<file path="src/rtl/avm_arb_pkg.sv">
// rtl/avm_arb_pkg.sv - shared types and constants for the Avalon-MM fetch/data arbiter
//
// Purpose : FSM state enum, grant enum and the all-ones byte-enable constant
//           used by avalon_mem_arbiter and avm_arb_pick.
// Ports   : none (package).
package avm_arb_pkg;

  typedef enum logic [1:0] {
    IDLE      = 2'd0,
    ISSUE     = 2'd1,
    WAIT_DATA = 2'd2,
    RELEASE   = 2'd3
  } arbStateT;

  typedef enum logic {
    GNT_I = 1'b0,
    GNT_D = 1'b1
  } arbGntT;

  // Wide enough for any realistic DATA_W/8; users slice the low bits they need.
  localparam int                    BE_MAX_W    = 128;
  localparam logic [BE_MAX_W-1:0]   BE_ALL_ONES = '1;

endpackage

</file>
<file path="src/rtl/avalon_mem_arbiter_if.sv">
// rtl/avalon_mem_arbiter_if.sv - Avalon-MM master bus bundle for the arbiter
//
// Purpose : groups the Avalon-MM master port signals.
// Ports   : master modport (arbiter side) drives address/read/write/writedata/
//           byteenable and receives readdata/waitrequest/readdatavalid;
//           slave modport is the interconnect/memory view of the same wires.
interface avalon_mem_arbiter_if #(
  parameter int ADDR_W = 32,
  parameter int DATA_W = 32
);
  logic [ADDR_W-1:0]   avm_address;
  logic                avm_read;
  logic                avm_write;
  logic [DATA_W-1:0]   avm_writedata;
  logic [DATA_W/8-1:0] avm_byteenable;
  logic [DATA_W-1:0]   avm_readdata;
  logic                avm_waitrequest;
  logic                avm_readdatavalid;

  modport master (
    output avm_address, avm_read, avm_write, avm_writedata, avm_byteenable,
    input  avm_readdata, avm_waitrequest, avm_readdatavalid
  );

  modport slave (
    input  avm_address, avm_read, avm_write, avm_writedata, avm_byteenable,
    output avm_readdata, avm_waitrequest, avm_readdatavalid
  );
endinterface

</file>
<file path="src/rtl/avm_arb_pick.sv">
// rtl/avm_arb_pick.sv - combinational two-way grant picker
//
// Purpose : chooses fetch or data when the arbiter is idle.
//           AVM_ARB_RR_EN defined   : round-robin on a tie (requester not granted last wins).
//           AVM_ARB_RR_EN undefined : fixed priority, data beats fetch; lastGnt unused.
// Ports   : IReq, DReq - level requests; lastGnt - previous grant; gnt - chosen side.
module avm_arb_pick
  import avm_arb_pkg::*;
(
  input  logic   IReq,
  input  logic   DReq,
  input  arbGntT lastGnt,
  output arbGntT gnt
);

`ifdef AVM_ARB_RR_EN
  always_comb begin
    gnt = GNT_D;
    if (IReq && !DReq) begin
      gnt = GNT_I;
    end else if (IReq && DReq && lastGnt == GNT_D) begin
      gnt = GNT_I;
    end
  end
`else
  logic unusedLastGnt;
  assign unusedLastGnt = lastGnt;

  always_comb begin
    gnt = GNT_D;
    if (IReq && !DReq) begin
      gnt = GNT_I;
    end
  end
`endif

endmodule

</file>
<file path="src/rtl/avalon_mem_arbiter.sv">
// rtl/avalon_mem_arbiter.sv - shares one Avalon-MM master between fetch and load/store
//
// Purpose : one outstanding Avalon transaction at a time; each requester holds a
//           level request until its one-cycle Done pulse and must drop it before
//           it is served again. Tie policy selected by AVM_ARB_RR_EN (see avm_arb_pick).
// Ports   : CLK, RST_N (async active-low)
//           IReq/IAddr -> IData/IDone        fetch requester (reads only, all byte lanes)
//           DReq/DWe/DAddr/DWData/DBe -> DRData/DDone   data requester
//           avm                              Avalon-MM master bundle (master modport)
module avalon_mem_arbiter
  import avm_arb_pkg::*;
#(
  parameter int ADDR_W = 32,
  parameter int DATA_W = 32
)(
  input  logic                CLK,
  input  logic                RST_N,
  input  logic                IReq,
  input  logic [ADDR_W-1:0]   IAddr,
  output logic [DATA_W-1:0]   IData,
  output logic                IDone,
  input  logic                DReq,
  input  logic                DWe,
  input  logic [ADDR_W-1:0]   DAddr,
  input  logic [DATA_W-1:0]   DWData,
  input  logic [DATA_W/8-1:0] DBe,
  output logic [DATA_W-1:0]   DRData,
  output logic                DDone,
  avalon_mem_arbiter_if.master avm
);

  localparam int BE_W = DATA_W / 8;

  arbStateT          state, stateNext;
  arbGntT            gnt, pickGnt, lastGnt;
  logic              weQ, readQ, writeQ;
  logic [ADDR_W-1:0] addrQ;
  logic [DATA_W-1:0] wdataQ;
  logic [BE_W-1:0]   beQ;
  logic              load, complete, capture, grantedReq;

  assign avm.avm_address    = addrQ;
  assign avm.avm_read       = readQ;
  assign avm.avm_write      = writeQ;
  assign avm.avm_writedata  = wdataQ;
  assign avm.avm_byteenable = beQ;

  avm_arb_pick uPick (
    .IReq    (IReq),
    .DReq    (DReq),
    .lastGnt (lastGnt),
    .gnt     (pickGnt)
  );

`ifdef AVM_ARB_RR_EN
  // Reset to "fetch granted last" so the first tie goes to data.
  always_ff @(posedge CLK or negedge RST_N) begin
    if (!RST_N)    lastGnt <= GNT_I;
    else if (load) lastGnt <= pickGnt;
  end
`else
  assign lastGnt = GNT_D;
`endif

  assign grantedReq = (gnt == GNT_I) ? IReq : DReq;

  always_ff @(posedge CLK or negedge RST_N) begin
    if (!RST_N) state <= IDLE;
    else        state <= stateNext;
  end

  always_comb begin
    stateNext = state;
    load      = 1'b0;
    complete  = 1'b0;
    capture   = 1'b0;
    case (state)
      IDLE: begin
        if (IReq || DReq) begin
          load      = 1'b1;
          stateNext = ISSUE;
        end
      end
      ISSUE: begin
        if (!avm.avm_waitrequest) begin
          if (weQ) begin
            complete  = 1'b1;
            stateNext = RELEASE;
          end else begin
            stateNext = WAIT_DATA;
          end
        end
      end
      WAIT_DATA: begin
        if (avm.avm_readdatavalid) begin
          complete  = 1'b1;
          capture   = 1'b1;
          stateNext = RELEASE;
        end
      end
      RELEASE: begin
        // Holds until the served requester lets go, so a slow drop cannot re-issue.
        if (!grantedReq) stateNext = IDLE;
      end
      default: stateNext = IDLE;
    endcase
  end

  always_ff @(posedge CLK or negedge RST_N) begin
    if (!RST_N) begin
      gnt    <= GNT_I;
      weQ    <= 1'b0;
      readQ  <= 1'b0;
      writeQ <= 1'b0;
      addrQ  <= '0;
      wdataQ <= '0;
      beQ    <= '0;
      IData  <= '0;
      DRData <= '0;
      IDone  <= 1'b0;
      DDone  <= 1'b0;
    end else begin
      IDone <= 1'b0;
      DDone <= 1'b0;
      // Only the winner's inputs are sampled; the loser is left untouched.
      if (load) begin
        gnt <= pickGnt;
        if (pickGnt == GNT_D) begin
          addrQ  <= DAddr;
          wdataQ <= DWData;
          beQ    <= DBe;
          weQ    <= DWe;
          readQ  <= !DWe;
          writeQ <= DWe;
        end else begin
          addrQ  <= IAddr;
          wdataQ <= '0;
          beQ    <= BE_ALL_ONES[BE_W-1:0];
          weQ    <= 1'b0;
          readQ  <= 1'b1;
          writeQ <= 1'b0;
        end
      end
      if (state == ISSUE && !avm.avm_waitrequest) begin
        readQ  <= 1'b0;
        writeQ <= 1'b0;
      end
      if (complete) begin
        if (gnt == GNT_I) IDone <= 1'b1;
        else              DDone <= 1'b1;
      end
      if (capture) begin
        if (gnt == GNT_I) IData  <= avm.avm_readdata;
        else              DRData <= avm.avm_readdata;
      end
    end
  end

endmodule

</file>
<file path="src/flat_wrapper.sv">
// flat-port wrapper written by rule: the top's interface ports become plain ports
module avalon_mem_arbiter_flat import avm_arb_pkg::*;
#(
  parameter int ADDR_W = 32,
  parameter int DATA_W = 32
)
  (CLK, RST_N, IReq, IAddr, IData, IDone, DReq, DWe, DAddr, DWData, DBe, DRData, DDone, avm_avm_address, avm_avm_read, avm_avm_write, avm_avm_writedata, avm_avm_byteenable, avm_avm_readdata, avm_avm_waitrequest, avm_avm_readdatavalid);
  avalon_mem_arbiter_if #(.ADDR_W(ADDR_W), .DATA_W(DATA_W)) avm_i ();
  input  logic CLK;
  input  logic RST_N;
  input  logic IReq;
  input  logic [ADDR_W-1:0] IAddr;
  output logic [DATA_W-1:0] IData;
  output logic IDone;
  input  logic DReq;
  input  logic DWe;
  input  logic [ADDR_W-1:0] DAddr;
  input  logic [DATA_W-1:0] DWData;
  input  logic [DATA_W/8-1:0] DBe;
  output logic [DATA_W-1:0] DRData;
  output logic DDone;
  output wire logic [$bits(avm_i.avm_address)-1:0] avm_avm_address;
  output wire logic [$bits(avm_i.avm_read)-1:0] avm_avm_read;
  output wire logic [$bits(avm_i.avm_write)-1:0] avm_avm_write;
  output wire logic [$bits(avm_i.avm_writedata)-1:0] avm_avm_writedata;
  output wire logic [$bits(avm_i.avm_byteenable)-1:0] avm_avm_byteenable;
  input wire logic [$bits(avm_i.avm_readdata)-1:0] avm_avm_readdata;
  input wire logic [$bits(avm_i.avm_waitrequest)-1:0] avm_avm_waitrequest;
  input wire logic [$bits(avm_i.avm_readdatavalid)-1:0] avm_avm_readdatavalid;
  assign avm_avm_address = avm_i.avm_address;
  assign avm_avm_read = avm_i.avm_read;
  assign avm_avm_write = avm_i.avm_write;
  assign avm_avm_writedata = avm_i.avm_writedata;
  assign avm_avm_byteenable = avm_i.avm_byteenable;
  assign avm_i.avm_readdata = avm_avm_readdata;
  assign avm_i.avm_waitrequest = avm_avm_waitrequest;
  assign avm_i.avm_readdatavalid = avm_avm_readdatavalid;
  avalon_mem_arbiter #(.ADDR_W(ADDR_W), .DATA_W(DATA_W)) u_core (.CLK(CLK), .RST_N(RST_N), .IReq(IReq), .IAddr(IAddr), .IData(IData), .IDone(IDone), .DReq(DReq), .DWe(DWe), .DAddr(DAddr), .DWData(DWData), .DBe(DBe), .DRData(DRData), .DDone(DDone), .avm(avm_i));
endmodule
</file>
<file path="config.mk">
export PLATFORM = sky130hd
export DESIGN_NAME = avalon_mem_arbiter_flat
export DESIGN_NICKNAME = d
export VERILOG_FILES = /design/src/rtl/avm_arb_pkg.sv /design/src/rtl/avalon_mem_arbiter_if.sv /design/src/rtl/avm_arb_pick.sv /design/src/rtl/avalon_mem_arbiter.sv /design/src/flat_wrapper.sv
export SDC_FILE = /design/constraint.sdc
export NUM_CORES = 1
export LEC_CHECK = 0
export BUFFER_PORTS_ARGS = -buffer_cell sky130_fd_sc_hd__clkbuf_2
export CAP_MARGIN = 20
export CORE_MARGIN = 3
export CORE_UTILIZATION = 25
export DETAILED_ROUTE_END_ITERATION = 10
export SETUP_SLACK_MARGIN = 0.1
export SLEW_MARGIN = 10
export SYNTH_ARGS = -nofsm -noshare
export SYNTH_HDL_FRONTEND = slang
export SYNTH_HIERARCHICAL = 1
export SYNTH_SLANG_ARGS = --single-unit
</file>
<file path="constraint.sdc">
create_clock -name CLK -period 1.7 [get_ports CLK]
set_input_delay 0.255 -clock CLK [delete_from_list [all_inputs] [get_ports CLK]]
set_output_delay 0.255 -clock CLK [all_outputs]
set_load 0.02 [all_outputs]
</file>
==> flow_summary.toml <==
[die]
initial_core_util_pct = 25.8
die_h_um = 157
core_area_mm2 = 0.0221
io_pins = 275
rows = 54
die_area_mm2 = 0.0246
die_x_um = 157

[timing]
hold_violations = 0
worst_hold_slack_ns = 0.0649
setup_viol = 0
clock_skew_ns = 0.0109
rsz0062_at_grt = "yes"
tightest_slew_ns = 0.357
maxSlewViolCount = 0
period_share_pct = 96.4
min_period_ns = 1.64
maxSlewHeadroom_pct = 76.2
fmax_mhz = 610

[placement]
hpwlAfterDp_um = 11300
portBuffers = 274
placed_cells = 1014
gp_congestion = 0.723

[clock_tree]
cts.clk_slew.worst_paths_ns = 0.06
clock_path_buffers = 2
clock_latency_ns = 0.41
cts_buffers = 17
cts_root_buf = "clkbuf_16"
htreeDepth = 4
clock-sinks = 140
cts_tree = "built"

[detailed_routing]
drt_first_pass_iters = 7
wl_per_cell_um = 14.9
drc = 0
vias = 4508
vias_per_cell = 4.26
drt-initial-drc-count = 151
detail-route-antenna-nets = 0
routed_wl_um = 15800

[cells_and_area]
drive_gt1_share_pct = 52.4
postLayoutCoreUtil_pct = 38.0
fillCellCount = 2201
fin_cells = 1058
syn_to_final_growth_pct = 47.4
multiInputGateArea_mm2 = 0.00210
n_antenna_cell = 0
regArea_mm2 = 0.00350
finish.net_count = 910

[critical_path]
r2r_slack_ns = 0.06
path_cells = "inv_2 > ha_4 > nor3b_4 > a2111oi_4 > mux2_4"
rr_worst_depth = 5
slowest_delay_ns = 0.39
cp.arrival_ns = 1.93
cp-end-kind = "flop"
cp-startpoint = "u_core/state[1]"
path_class = "reg -> reg"
path_max_fanout = 4
worstSetupStartpointType = "flop"
worst_ep_required_time_ns = 1.99
critical_path.slowest_cell = "dfrtp_1"
r2r-start = "u_core/state[1]"

[grt]
grt_pass1_wl_um = 24000
antenna_found_initial = 2
grt-ovfl-total = 0
grt_max_degree = 65
grt_usage_pct = 12.4
grt_pass1_vias = 4569

[logic_synthesis]
netlist_area_mm2 = 0.00570
syn_area_per_cell_um2 = 12.0
syn_nets = 619
syn_inst = 474
yosys_warnings = 6

[min_path]
hold_start = "DBe[3]"
hold_class = "in -> reg"
hold_depth = 3

[power]
leakagePower_uw = 0.00453
power_density_mw_per_mm2 = 2040
ir_drop_v = 0.000686

[flow_run]
timing.max_cap.violations = 0

[status]
status = "finished clean"
area by class of cell:
type	count	area share (%)
multi-input cells	298	25.0
flip-flops and latches	140	41.7
clock buffers	18	5.11
well taps	280	4.17
inverters	7	0.313
repair buffers	301	20.8
clock inverters	14	2.87
where the power goes:
part | switching [uW] | total [uW] | internal (uW)
combinational | 4270 | 7190 | 2920
clock | 1470 | 4230 | 2760
sequential | 819 | 5740 | 4930
total | 6560 | 17200 | 10600
per-layer routing:
| metal | routed length (um) | GRT usage, % |
|---|---|---|
| met4 | 216 | 4.29 |
| met1 | 6530 | 14.7 |
| met3 | 1270 | 4.56 |
| met5 | 20 | 0 |
| met2 | 7750 | 20.8 |
repair_timing:
| item | CTS | global route |
|---|---|---|
| hold buffers | 1 | 0 |
| gates cloned | 0 | 3 |
| endpoints found under the setup margin | 8 | 20 |
| resized for setup | 4 | 2 |
| hold endpoints to repair | 27 | 0 |
| buffers inserted | 5 | 3 |
| pin swaps | 2 | 1 |
cells in the final DEF, fill, tap and decap left out:
cell type and instances:
dlygate4sd3_1 1, a311oi_1 1, clkinvlp_4 1, inv_2 2, ha_1 4, clkinv_4 3, mux2_4 2, dfrtp_1 140
bufinv_16 6, nand2b_4 1, clkinv_2 2, a21oi_1 1, o21ai_0 32, o21a_4 1, nand3b_1 1, inv_6 2
and2_4 1, a2111oi_4 1, a31oi_1 4, a211oi_1 1, and3_1 2, nor2b_1 2, clkbuf_16 20, ha_4 1
clkbuf_1 1, buf_6 2, buf_4 13, o21ai_4 1, a32o_1 1, inv_1 5, nand3_1 34, mux2_2 64
and3b_2 1, nor3b_4 1, mux2i_1 33, nand2_1 102, buf_12 9, ha_2 1, nor2_1 5, clkbuf_2 273
stage by stage:
stage	setup TNS (ns)	worst slack (ns)	area [um2]	power, uW
2_1_floorplan	0	0.104	5710	10000
3_3_place_gp	0	0.0727	7550	12600
3_5_place_dp	0	0.0282	7550	12800
4_1_cts	0	0.0698	8300	17300
5_1_grt	-0.00649	-0.00649	8400	18300
6_report	0	0.0612	8400	17200
sequential cells by signal, indices dropped and copies added (netlist names):
register                   count
u_core/avm.avm_read            1
u_core/avm.avm_writedata      32
u_core/avm.avm_byteenable      4
u_core/IDone                   1
u_core/state                   2
u_core/avm.avm_address        32
u_core/DDone                   1
u_core/weQ                     1
u_core/avm.avm_write           1
u_core/DRData                 32
u_core/IData                  32
u_core/gnt                     1
critical path: cells and delay by family, from the launching register on:
kind / cells / cell delay [ns]
multiplexers: 1 / 0.33
adder cells (fa/ha/maj): 1 / 0.17
AO/OA/AOI/OAI: 1 / 0.39
flip-flops: 1 / 0.39
AND/OR/NAND/NOR: 1 / 0.15
buffers and inverters: 1 / 0.09
final timing paths:
kind                                                 to
max in group asynchronous   u_core/avm.avm_writedata[9]
max reg2reg                             u_core/state[1]
min                        u_core/avm.avm_byteenable[3]
min reg2reg                 u_core/avm.avm_writedata[1]
min in group asynchronous               u_core/IData[0]
max                                     u_core/state[1]
(Power assumes the default switching activity.)
